$ cat config.mk
export PLATFORM = sky130hd
export DESIGN_NAME = jtframe_info_scan_flat
export DESIGN_NICKNAME = d
export VERILOG_FILES = /design/src/rtl/jtframe_info_scan_pkg.sv /design/src/rtl/jtframe_info_scan_if.sv /design/src/rtl/jtframe_info_scan_mem.sv /design/src/rtl/jtframe_info_scan.sv /design/src/flat_wrapper.sv
export SDC_FILE = /design/constraint.sdc
export NUM_CORES = 1
export LEC_CHECK = 0
export BUFFER_PORTS_ARGS = -buffer_cell sky130_fd_sc_hd__buf_2
export CORE_ASPECT_RATIO = 0.9
export CORE_UTILIZATION = 42
export CTS_CLUSTER_DIAMETER = 100
export CTS_CLUSTER_SIZE = 25
export DETAILED_ROUTE_END_ITERATION = 16
export SYNTH_ARGS = -nofsm -noshare
export SYNTH_HDL_FRONTEND = slang
export SYNTH_SLANG_ARGS = --single-unit
export TNS_END_PERCENT = 50
$ cat constraint.sdc
create_clock -name clk -period 7.8 [get_ports clk]
set_input_delay 1.17 -clock clk [delete_from_list [all_inputs] [get_ports clk]]
set_output_delay 1.17 -clock clk [all_outputs]
set_load 0.005 [all_outputs]
$ cat src/rtl/jtframe_info_scan_pkg.sv
// Shared constants for the debug-info scanner: entry count, the select
// value for each snapshot entry, and the scan FSM state type.
package jtframe_info_scan_pkg;

  localparam int unsigned N_ENTRIES = 19;

  // Entries 0-15 cover the input page; then status, ioctl flags and hps_index.
  localparam logic [7:0] SEL_TABLE [N_ENTRIES] = '{
    8'h40, 8'h41, 8'h42, 8'h43, 8'h44, 8'h45, 8'h46, 8'h47,
    8'h48, 8'h49, 8'h4A, 8'h4B, 8'h4C, 8'h4D, 8'h4E, 8'h4F,
    8'h00, 8'h80, 8'hC0
  };

  typedef enum logic [2:0] {
    IDLE,
    SEL,
    WAIT,
    CAP,
    DONE
  } state_t;

endpackage

$ cat src/rtl/jtframe_info_scan_if.sv
// Bus bundle between the info scanner, the info mux and the snapshot readers.
interface jtframe_info_scan_if;
  import jtframe_info_scan_pkg::*;

  logic                 enable;
  logic                 freeze;
  logic [7:0]           manual_sel;
  logic [7:0]           sel;
  logic [7:0]           info_in;
  logic [4:0]           rd_addr;
  logic [7:0]           rd_data;
  logic                 busy;
  logic                 scan_done;
  logic [N_ENTRIES-1:0] chg;
  logic                 chg_clr;

  modport master (
    input  enable, freeze, manual_sel, info_in, rd_addr, chg_clr,
    output sel, rd_data, busy, scan_done, chg
  );

  modport slave (
    output enable, freeze, manual_sel, info_in, rd_addr, chg_clr,
    input  sel, rd_data, busy, scan_done, chg
  );
endinterface

$ cat src/rtl/jtframe_info_scan_mem.sv
// 19x8 snapshot register file with a registered read port.
// Optional change flags are built only with JTFRAME_INFO_SCAN_CHG_EN defined.
module jtframe_info_scan_mem
  import jtframe_info_scan_pkg::*;
(
  input  logic                 clk,
  input  logic                 rst,
  input  logic                 we,
  input  logic [4:0]           waddr,
  input  logic [7:0]           wdata,
  input  logic [4:0]           raddr,
  output logic [7:0]           rdata,
  input  logic                 chg_clr,
  output logic [N_ENTRIES-1:0] chg
);

  logic [7:0] mem [N_ENTRIES];

  // Reading the entry being written returns the pre-write byte.
  always_ff @(posedge clk or posedge rst) begin
    if (rst) begin
      for (int unsigned i = 0; i < N_ENTRIES; i++) mem[i] <= '0;
      rdata <= '0;
    end else begin
      if (we) mem[waddr] <= wdata;
      rdata <= (raddr < 5'(N_ENTRIES)) ? mem[raddr] : '0;
    end
  end

`ifdef JTFRAME_INFO_SCAN_CHG_EN
  // The set is issued after the clear so a same-cycle capture wins.
  always_ff @(posedge clk or posedge rst) begin
    if (rst) begin
      chg <= '0;
    end else begin
      if (chg_clr) chg <= '0;
      if (we && wdata != mem[waddr]) chg[waddr] <= 1'b1;
    end
  end
`else
  logic unused_chg_clr;
  assign unused_chg_clr = chg_clr;
  assign chg = '0;
`endif

endmodule

$ cat src/rtl/jtframe_info_scan.sv
// Periodic debug-info mux scanner: walks SEL_TABLE, captures each byte into
// the snapshot file. Optional change flags: JTFRAME_INFO_SCAN_CHG_EN.
module jtframe_info_scan
  import jtframe_info_scan_pkg::*;
#(
  parameter logic [15:0] PERIOD = 16'd4096,
  parameter int unsigned LAT    = 1
) (
  input  logic               clk,
  input  logic               rst,
  jtframe_info_scan_if.master bus
);

  state_t      st, st_nx;
  logic [4:0]  idx, idx_nx;
  logic [2:0]  wcnt, wcnt_nx;
  logic [15:0] timer, timer_nx;
  logic        run_ok, expire;

  assign run_ok = bus.enable & ~bus.freeze;
  assign expire = (PERIOD == 16'd0) || (timer == PERIOD - 16'd1);

  always_ff @(posedge clk or posedge rst) begin
    if (rst) begin
      st    <= IDLE;
      idx   <= '0;
      wcnt  <= '0;
      timer <= '0;
    end else begin
      st    <= st_nx;
      idx   <= idx_nx;
      wcnt  <= wcnt_nx;
      timer <= timer_nx;
    end
  end

  always_comb begin
    st_nx    = st;
    idx_nx   = idx;
    wcnt_nx  = wcnt;
    timer_nx = '0;
    case (st)
      IDLE: begin
        idx_nx = '0;
        if (run_ok) begin
          if (expire) st_nx = SEL;
          else        timer_nx = timer + 16'd1;
        end
      end
      SEL: begin
        wcnt_nx = '0;
        st_nx   = WAIT;
      end
      WAIT: begin
        if (wcnt == 3'(LAT - 1)) st_nx = CAP;
        else                     wcnt_nx = wcnt + 3'd1;
      end
      CAP: begin
        if (idx == 5'(N_ENTRIES - 1)) begin
          st_nx = DONE;
        end else begin
          idx_nx = idx + 5'd1;
          st_nx  = SEL;
        end
      end
      DONE: begin
        idx_nx = '0;
        st_nx  = IDLE;
      end
      default: begin
        idx_nx = '0;
        st_nx  = IDLE;
      end
    endcase
    // Abort overrides sequencing; the capture of the current CAP still lands.
    if (st != IDLE && !bus.enable) begin
      st_nx  = IDLE;
      idx_nx = '0;
    end
  end

  always_comb begin
    if (rst)                         bus.sel = '0;
    else if (st == IDLE || st == DONE) bus.sel = bus.manual_sel;
    else                             bus.sel = SEL_TABLE[idx];
  end

  assign bus.busy      = (st != IDLE);
  assign bus.scan_done = (st == DONE);

  jtframe_info_scan_mem u_mem (
    .clk     (clk),
    .rst     (rst),
    .we      (st == CAP),
    .waddr   (idx),
    .wdata   (bus.info_in),
    .raddr   (bus.rd_addr),
    .rdata   (bus.rd_data),
    .chg_clr (bus.chg_clr),
    .chg     (bus.chg)
  );

endmodule
$ cat src/flat_wrapper.sv
// flat-port wrapper written by rule: the top's interface ports become plain ports
module jtframe_info_scan_flat import jtframe_info_scan_pkg::*;
#(
  parameter logic [15:0] PERIOD = 16'd4096,
  parameter int unsigned LAT    = 1
)
  (clk, rst, bus_enable, bus_freeze, bus_manual_sel, bus_info_in, bus_rd_addr, bus_chg_clr, bus_sel, bus_rd_data, bus_busy, bus_scan_done, bus_chg);
  jtframe_info_scan_if bus_i ();
  input  logic clk;
  input  logic rst;
  input wire logic [$bits(bus_i.enable)-1:0] bus_enable;
  input wire logic [$bits(bus_i.freeze)-1:0] bus_freeze;
  input wire logic [$bits(bus_i.manual_sel)-1:0] bus_manual_sel;
  input wire logic [$bits(bus_i.info_in)-1:0] bus_info_in;
  input wire logic [$bits(bus_i.rd_addr)-1:0] bus_rd_addr;
  input wire logic [$bits(bus_i.chg_clr)-1:0] bus_chg_clr;
  output wire logic [$bits(bus_i.sel)-1:0] bus_sel;
  output wire logic [$bits(bus_i.rd_data)-1:0] bus_rd_data;
  output wire logic [$bits(bus_i.busy)-1:0] bus_busy;
  output wire logic [$bits(bus_i.scan_done)-1:0] bus_scan_done;
  output wire logic [$bits(bus_i.chg)-1:0] bus_chg;
  assign bus_i.enable = bus_enable;
  assign bus_i.freeze = bus_freeze;
  assign bus_i.manual_sel = bus_manual_sel;
  assign bus_i.info_in = bus_info_in;
  assign bus_i.rd_addr = bus_rd_addr;
  assign bus_i.chg_clr = bus_chg_clr;
  assign bus_sel = bus_i.sel;
  assign bus_rd_data = bus_i.rd_data;
  assign bus_busy = bus_i.busy;
  assign bus_scan_done = bus_i.scan_done;
  assign bus_chg = bus_i.chg;
  jtframe_info_scan #(.PERIOD(PERIOD), .LAT(LAT)) u_core (.clk(clk), .rst(rst), .bus(bus_i));
endmodule
==> results of run 1 <==
==> cell families (layout without fill, tap and decap cells) <==
family	count (synthesis)	after routing
compound gates	49	49
xor+xnor	15	15
fa+ha+maj	8	8
buf+inv	70	86
flops	187	187
mux	209	209
other cells	1	20
simple gates	126	126
==> synthesized netlist by cell type, types with 4 or more instances <==
cell       count  area [um^2]
mux4_2        27          608
a21oi_1       10         50.1
mux4_1         5          131
xnor2_1       13          114
nor3_1         7         35.0
o21ai_1        5         25.0
buf_1          8         30.0
dfrtp_1      187         4680
nand2b_1       4         25.0
mux2_2       151         1700
mux2i_1       18          180
inv_1         11         41.3
buf_2         13         65.1
nor2_1        38          143
mux2_1         8         90.1
nor4_1         4         25.0
nor2_2         5         31.3
o2bb2ai_1      7         61.3
ha_1           8          100
o21ai_0       10         50.1
nand3_1       10         50.1
a22oi_1        7         52.6
clkbuf_1      12         45.0
nand2_1       22         82.6
buf_4         23          173
nand2_2       12         75.1
==> registers in the layout, indices dropped and copies added, names as in the netlist <==
register            cells
u_core.wcnt             3
u_core.u_mem.rdata      8
u_core.timer           16
u_core.st               3
u_core.idx              5
u_core.u_mem.mem      152
==> worst min-delay path by stage <==
stage                                 end  slack (ns)  cells after the start
floorplan                 u_core.timer[0]        0.45                      1
global placement    u_core.u_mem.mem[105]        0.47                      1
detailed placement        u_core.timer[0]        0.48                      1
CTS                       u_core.timer[0]        0.49                      1
global route        u_core.u_mem.mem[132]        0.50                      1
finish                    u_core.timer[0]        0.49                      1
==> routing by layer <==
metal  GRT usage, %  part of all wire (%)
met5              0                 0.067
met4           3.72                  0.50
met3           4.80                   3.7
met2           32.0                    50
met1           25.0                    46
==> through the flow <==
step | total power [W] | hold slack [ns]
floorplan | 0.00116 | 0.451
global placement | 0.00119 | 0.468
detailed placement | 0.00120 | 0.476
CTS | 0.00210 | 0.485
global route | 0.00216 | 0.501
finish | 0.00207 | 0.486
==> where the power goes <==
part           switching, W  total, W  internal, W
Clock              0.000349  0.000898     0.000548
Sequential        0.0000176   0.00103      0.00101
Combinational     0.0000822  0.000151    0.0000686
Total              0.000449   0.00207      0.00162
==> layout make-up <==
| class | count | area (um^2) |
|---|---|---|
| fillers | 1845 | 11000 |
| well taps | 286 | 358 |
| inverters | 11 | 46.3 |
| clock buffers | 22 | 464 |
| clock inverters | 8 | 143 |
| diodes | 1 | 2.50 |
| flip-flops and latches | 187 | 4680 |
| multi-input cells | 426 | 3990 |
| repair buffers | 45 | 233 |
==> results.toml, run 1 <==
[layout]
final_core_util_pct = 47.4
stdcell_area_um2 = 9910
mostFrequentLayoutCell = "dfrtp_1"
final_cell_mix = "dfrtp_1, mux2_2, buf_2"
drive_gt1_share_pct = 39.2
fin_cells = 986
final_nets = 722
area_growth_pct = 10.2

[timing]
finClkSkew_ns = 0.00519
finalHoldViolCount = 0
min_period_ns = 3.56
fmax_mhz = 281
setup_viol = 0
finalCritPeriodShare_pct = 45.6
setup_ws_ns = 4.24
finalSetupTns_ns = 0
rsz0062_at_grt = "no"
slew_violations = 0
slew_headroom_pct = 30.5
worst-slew-pin-transition_ns = 1.04

[synth]
synth_compound_area_share_pct = 3.63
synthDistinctLibCells = 54
synthMuxAreaShare_pct = 30.1
yosysWarnings = 0
synth_xor_area_share_pct = 1.46
postSynthCellCount = 665
synthAdderAreaFrac_pct = 1.11
yosys.area_share.simple_pct = 7.22
synth_top_family_by_area = "multiplexers"
syn_area_um2 = 9000
async_flop_share_pct = 100
ys_ff_latch = 187
syn_avg_cell_area_um2 = 13.5
synth_edf_count = 0
synth_top_flop_cell = "dfrtp_1"
synth_seq_area_share_pct = 52.0

[setup_path]
critPathLaunch = "rst"
path_buf_inv = 3
cpPeakStageDelay_ns = 0.66
critPathTopFamily = "buffers and inverters"
crit_chain = "buf_2 -> inv_6 -> and3_1 -> buf_2"
regToRegEndpoint = "u_core.u_mem.mem[100]"
rr_worst_depth = 4
endpoint_kind = "primary output"
cpMostUsedCell = "buf_2"
required_ns = 6.63
crit_end = "bus_sel[5]"
worstPathArrival_ns = 2.39
cp_max_fo = 109
worst_setup_path_start_kind = "input port"
worstSetupPathType = "input port to primary output"
cp_slowest_cell = "inv_6"
r2r-start = "u_core.st[0]"
r2r_setup_slack_ns = 5.58
cp.depth = 4

[run]
max-cap-violations = 0

[grt]
grt-ovfl-total = 0
grt_max_degree = 110
grt_pass1_wl_mm = 31.4
grt_pass1_vias = 5702
grt_usage_pct = 19.1
antenna_found_initial = 2

[detailed_routing]
detail-route-antenna-nets = 0
dr.pass1.iters = 5
drtIter0Drc = 282
totalWireLength_mm = 19.3
drc_errors = 0
via_per_inst = 5.40
vias = 5329
wl_per_cell_um = 19.6

[min_path]
min-delay-start = "u_core.timer[0]"
hold_class = "register to register"

[clocking]
post_cts_buffers = 0
clock_latency_ns = 0.42
cts_sinks = 187
ctsResizeCount = 0
cts_tree = "yes"
cts.root.buffer_cell = "clkbuf_16"
htreeDepth = 4
cts_made_buffers = 17
cts_buffer_depth = 2
holdBufCountCts = 0
clkTransAtPathRegs_ns = 0.06

[floorplanning]
die_x_um = 156
pin_count = 63
core.rowCount = 50
dieArea_um2 = 22000
dieHeight_um = 141
start_util_pct = 43.1
core-area_um2 = 20900

[status]
status = "completed"

[placement]
postPlaceCellArea_um2 = 9310
gp_congestion = 0.804
preCtsSetupSlack_ns = 4.18
dpl.hpwl_mm = 12.6
port_buffers = 42
dp.cells = 955

[power_and_ir_drop]
ir_drop_mv = 0.118
p_per_area_nw_per_um2 = 209
p_leak_nw = 4.28
Note: power is estimated with default switching activity, not from simulation.
==> inputs of run 2 (changes only) <==
clock period = 3.4 ns   (was 7.8 ns; I/O delays follow)
==> results.toml, run 2 (synthesized netlist as in run 1, its figures left out) <==
[power_and_ir_drop]
ir_drop_mv = 0.308
clockPowerShare_pct = 42.8
pwr-share-seq_pct = 49.9
p_per_area_nw_per_um2 = 472
internal-power_w = 0.00348
p_leak_nw = 4.30
switchingPower_w = 0.00123
combPwrFrac_pct = 7.3
swShare_pct = 26.2
total_power_w = 0.00471

[clocking]
cts_made_buffers = 17
cts_tree = "yes"
post_cts_buffers = 0
cts.root.buffer_cell = "clkbuf_16"
clock_latency_ns = 0.44
holdBufCountCts = 0
clkTransAtPathRegs_ns = 0.08
cts_buffer_depth = 2
cts_sinks = 187
ctsResizeCount = 0
htreeDepth = 4

[layout]
drive_gt1_share_pct = 40.1
final_nets = 725
area_growth_pct = 10.8
multi_input_area_um2 = 3990
mostFrequentLayoutCell = "dfrtp_1"
seq_area_um2 = 4680
largest_register_ffs = 152
top_regs = "u_core.u_mem.mem (152), u_core.timer (16), u_core.u_mem.rdata (8)"
stdcell_area_um2 = 9970
final_cell_mix = "dfrtp_1, mux2_2, buf_2"
final_core_util_pct = 47.7
diodes = 0
fillers = 1846
regMostFlops = "u_core.u_mem.mem"

[floorplanning]
die_x_um = 156
core-area_um2 = 20900
core.rowCount = 50
dieArea_um2 = 22000
pin_count = 63
start_util_pct = 43.1
dieHeight_um = 141

[timing]
finalHoldViolCount = 0
slew_headroom_pct = 26.4
setup_viol = 0
slew_violations = 0
fmax_mhz = 370
min_period_ns = 2.70
finClkSkew_ns = 0.00936
worst-slew-pin-transition_ns = 1.10
finalSetupTns_ns = 0
finalCritPeriodShare_pct = 79.5
rsz0062_at_grt = "no"
setup_ws_ns = 0.695

[detailed_routing]
via_per_inst = 5.34
totalWireLength_mm = 18.9
dr.pass1.iters = 4
detail-route-antenna-nets = 0
vias = 5289
drc_errors = 0
drtIter0Drc = 325
wl_per_cell_um = 19.1

[grt]
antenna_found_initial = 1
grt_usage_pct = 18.9
grt_pass1_wl_mm = 31.0
grt_max_degree = 188
grt-ovfl-total = 0
grt_pass1_vias = 5488

[setup_path]
path_buf_inv = 1
crit_chain = "nor2_1 -> nor2_1 -> a21oi_1 -> nor2_1 -> buf_2"
cpMostUsedCell = "nor2_1"
worstSetupPathType = "register to primary output"
cp_slowest_cell = "nor2_1"
worstPathArrival_ns = 2.19
worst_setup_path_start_kind = "register"
required_ns = 2.89
cp_max_fo = 16
critPathTopFamily = "simple AND/OR/NAND/NOR gates"
endpoint_kind = "primary output"
cpPeakStageDelay_ns = 0.79

[placement]
port_buffers = 42
postPlaceCellArea_um2 = 9350
preCtsSetupSlack_ns = 0.965
gp_congestion = 0.761
dpl.hpwl_mm = 12.4

[min_path]
hold_class = "input port to asynchronous set/reset pin"

[run]
max-cap-violations = 0

[status]
status = "completed"
[run 2: cell count changes in the layout (fill, tap and decap cells not counted), moves of 2 or more]
cell,before,now
buf_12,0,2
bufinv_16,4,0
clkbuf_1,3,0
clkbuf_8,2,0
clkinv_2,3,0
clkinv_8,0,7
inv_6,1,3
inv_8,0,2
[run 2: final cells by class]
class                   count  area share, %
flip-flops and latches    187           46.9
multi-input cells         426           40.0
clock buffers              17           4.27
well taps                 286           3.59
repair buffers             48           2.81
clock inverters            15           1.96
inverters                  11          0.452
[run 2: worst register-to-register path, stage by stage, from the launching register on]
cell     delay (ns)
dfrtp_1        0.57
and3b_1        0.43
and2_0         0.45
nand2_2        0.29
mux2_2         0.35
[run 2: through the flow]
stage | instances | hold slack, ns
after detailed placement | 958 | 0.480
final | 990 | 0.333
after floorplan | 683 | 0.451
after global routing | 990 | 0.374
after global placement | 958 | 0.468
after CTS | 990 | 0.335
[run 2: power by group through the flow]
stage,sequential [W],clock (W),combinational (W)
floorplan,0.00238,0,0.000273
global placement,0.00238,0,0.000343
detailed placement,0.00239,0,0.000353
CTS,0.00235,0.00207,0.000354
global route,0.00236,0.00216,0.000385
finish,0.00235,0.00202,0.000346
[run 2: worst paths after layout]
| check | depth (start not counted) | end | start | slack, ns |
|---|---|---|---|---|
| min in group clk | 4 | u_core.st[0] | bus_freeze | 0.35 |
| max in group asynchronous | 3 | u_core.wcnt[1] | rst | 2.18 |
| min reg2reg | 1 | u_core.u_mem.mem[105] | u_core.u_mem.mem[105] | 0.49 |
| max | 5 | bus_sel[3] | u_core.st[0] | 0.70 |
| min | 3 | u_core.wcnt[2] | rst | 0.33 |
| max reg2reg | 4 | u_core.u_mem.mem[100] | u_core.st[1] | 1.19 |
[run 2: per-layer routing]
| metal | part of all wire [%] | vias to the layer above | GRT usage (%) |
|---|---|---|---|
| met5 | 0.069 | - | 0 |
| met4 | 1.1 | 2 | 4.59 |
| met3 | 3.7 | 16 | 3.81 |
| met2 | 48 | 89 | 30.6 |
| met1 | 47 | 2761 | 26.0 |
| li1 | - | 2421 | - |
==> inputs of run 3 (changes only) <==
clock period = 2.6 ns   (was 3.4 ns; I/O delays follow)
==> results.toml, run 3 (synthesized netlist as in run 1, its figures left out) <==
[floorplanning]
pin_count = 63
die_x_um = 156
start_util_pct = 43.1
dieArea_um2 = 22000
dieHeight_um = 141
core.rowCount = 50
core-area_um2 = 20900

[placement]
gp_congestion = 0.746
port_buffers = 42
dp.cells = 961
postPlaceCellArea_um2 = 9370
dpl.hpwl_mm = 12.5

[setup_path]
r2r-start = "u_core.st[1]"
worstPathArrival_ns = 2.57
cp_max_fo = 12
endpoint_kind = "register"
r2r_setup_slack_ns = 0.35
worstSetupPathType = "register to register"
regToRegEndpoint = "u_core.u_mem.mem[129]"
rr_worst_depth = 4
critPathLaunch = "u_core.st[1]"
worst_setup_path_start_kind = "register"
required_ns = 2.92

[layout]
area_growth_pct = 11.2
regMostFlops = "u_core.u_mem.mem"
final_nets = 729
stdcell_area_um2 = 10000
mostFrequentLayoutCell = "dfrtp_1"
largest_register_ffs = 152
final_cell_mix = "dfrtp_1, mux2_2, buf_2"
fin_cells = 994
final_core_util_pct = 47.9
diodes = 0
top_regs = "u_core.u_mem.mem (152), u_core.timer (16), u_core.u_mem.rdata (8)"
drive_gt1_share_pct = 40.3
fillers = 1856

[timing]
setup_viol = 0
rsz0062_at_grt = "no"
finClkSkew_ns = 0.0104
fmax_mhz = 445
min_period_ns = 2.25
slew_violations = 0
slew_headroom_pct = 32.1
finalHoldViolCount = 0
worst-slew-pin-transition_ns = 1.02
finalCritPeriodShare_pct = 86.5
fin_hold_ws_ns = 0.236

[min_path]
min-delay-start = "bus_freeze"
min_to = "u_core.st[0]"
holdPathStages = 4
hold_class = "input port to register"

[power_and_ir_drop]
p_per_area_nw_per_um2 = 624
ir_drop_mv = 0.380
p_leak_nw = 4.33

[run]
max-cap-violations = 0

[grt]
grt_usage_pct = 18.9
antenna_found_initial = 0
grt_pass1_vias = 5591
grt_pass1_wl_mm = 30.8
grt_max_degree = 185
grt-ovfl-total = 0

[detailed_routing]
wl_per_cell_um = 19.1
detail-route-antenna-nets = 0
drc_errors = 0
totalWireLength_mm = 19.0
vias = 5325
via_per_inst = 5.36
drtIter0Drc = 309
dr.pass1.iters = 5

[clocking]
cts_buffer_depth = 2
cts_tree = "yes"
htreeDepth = 4
cts_sinks = 187
post_cts_buffers = 0
cts.root.buffer_cell = "clkbuf_16"
cts_made_buffers = 17
clkTransAtPathRegs_ns = 0.07
clock_latency_ns = 0.44

[status]
status = "completed"
## run 3: cell count changes in the layout (fill, tap and decap cells not counted), sizes merged
cell,delta
inv,+3
buf,+3
bufinv,+2
dlygate4sd3,+1
clkinv,-4
clkinvlp,-1
## run 3: report_power, final
group	internal (W)	switching [W]
clock network	0.00147	0.00124
logic	0.000213	0.000243
registers	0.00302	0.0000508
total	0.00471	0.00153
## run 3: worst max path at each step
stage,to,cells past startpoint
detailed placement,u_core.u_mem.rdata[7],6
global route,u_core.u_mem.mem[99],4
global placement,u_core.u_mem.rdata[7],6
finish,u_core.u_mem.mem[129],4
floorplan,bus_sel[4],2
CTS,u_core.u_mem.mem[132],4
## run 3: layout make-up
cell class / instances / area [um^2] / share of cell area, %
Clock buffer: 17 / 425 / 4.25
Multi-Input combinational cell: 426 / 3990 / 39.9
Tap cell: 286 / 358 / 3.58
Timing Repair Buffer: 52 / 313 / 3.13
Sequential cell: 187 / 4680 / 46.8
Inverter: 11 / 45.0 / 0.450
Clock inverter: 15 / 194 / 1.94
## run 3: layer usage
layer | share of wire [%] | GRT usage, % | vias up
met4 | 1.6 | 6.19 | 0
met2 | 48 | 30.6 | 88
met5 | 0 | 0 | -
met1 | 47 | 25.0 | 2783
met3 | 3.3 | 4.52 | 22
li1 | - | - | 2432
## run 3: worst max-delay path, cell delays in order, from the launching register on
cell     delay (ns)
dfrtp_1        0.54
and3b_1        0.43
and2_0         0.48
nand2_2        0.32
mux2_2         0.36
## run 3: repair_timing
| item | in CTS | in global routing |
|---|---|---|
| gates resized for setup | 0 | 0 |
| hold endpoints to repair | 3 | 0 |
| hold buffers | 1 | 0 |
## run 3: per-stage QoR
stage	worst slack (ns)	setup TNS (ns)	total power [W]
after floorplan	-1.39	-41.67	0.00347
after global placement	0.235	0	0.00357
after detailed placement	0.244	0	0.00359
after CTS	0.354	0	0.00632
after global routing	0.211	0	0.00649
final	0.351	0	0.00624
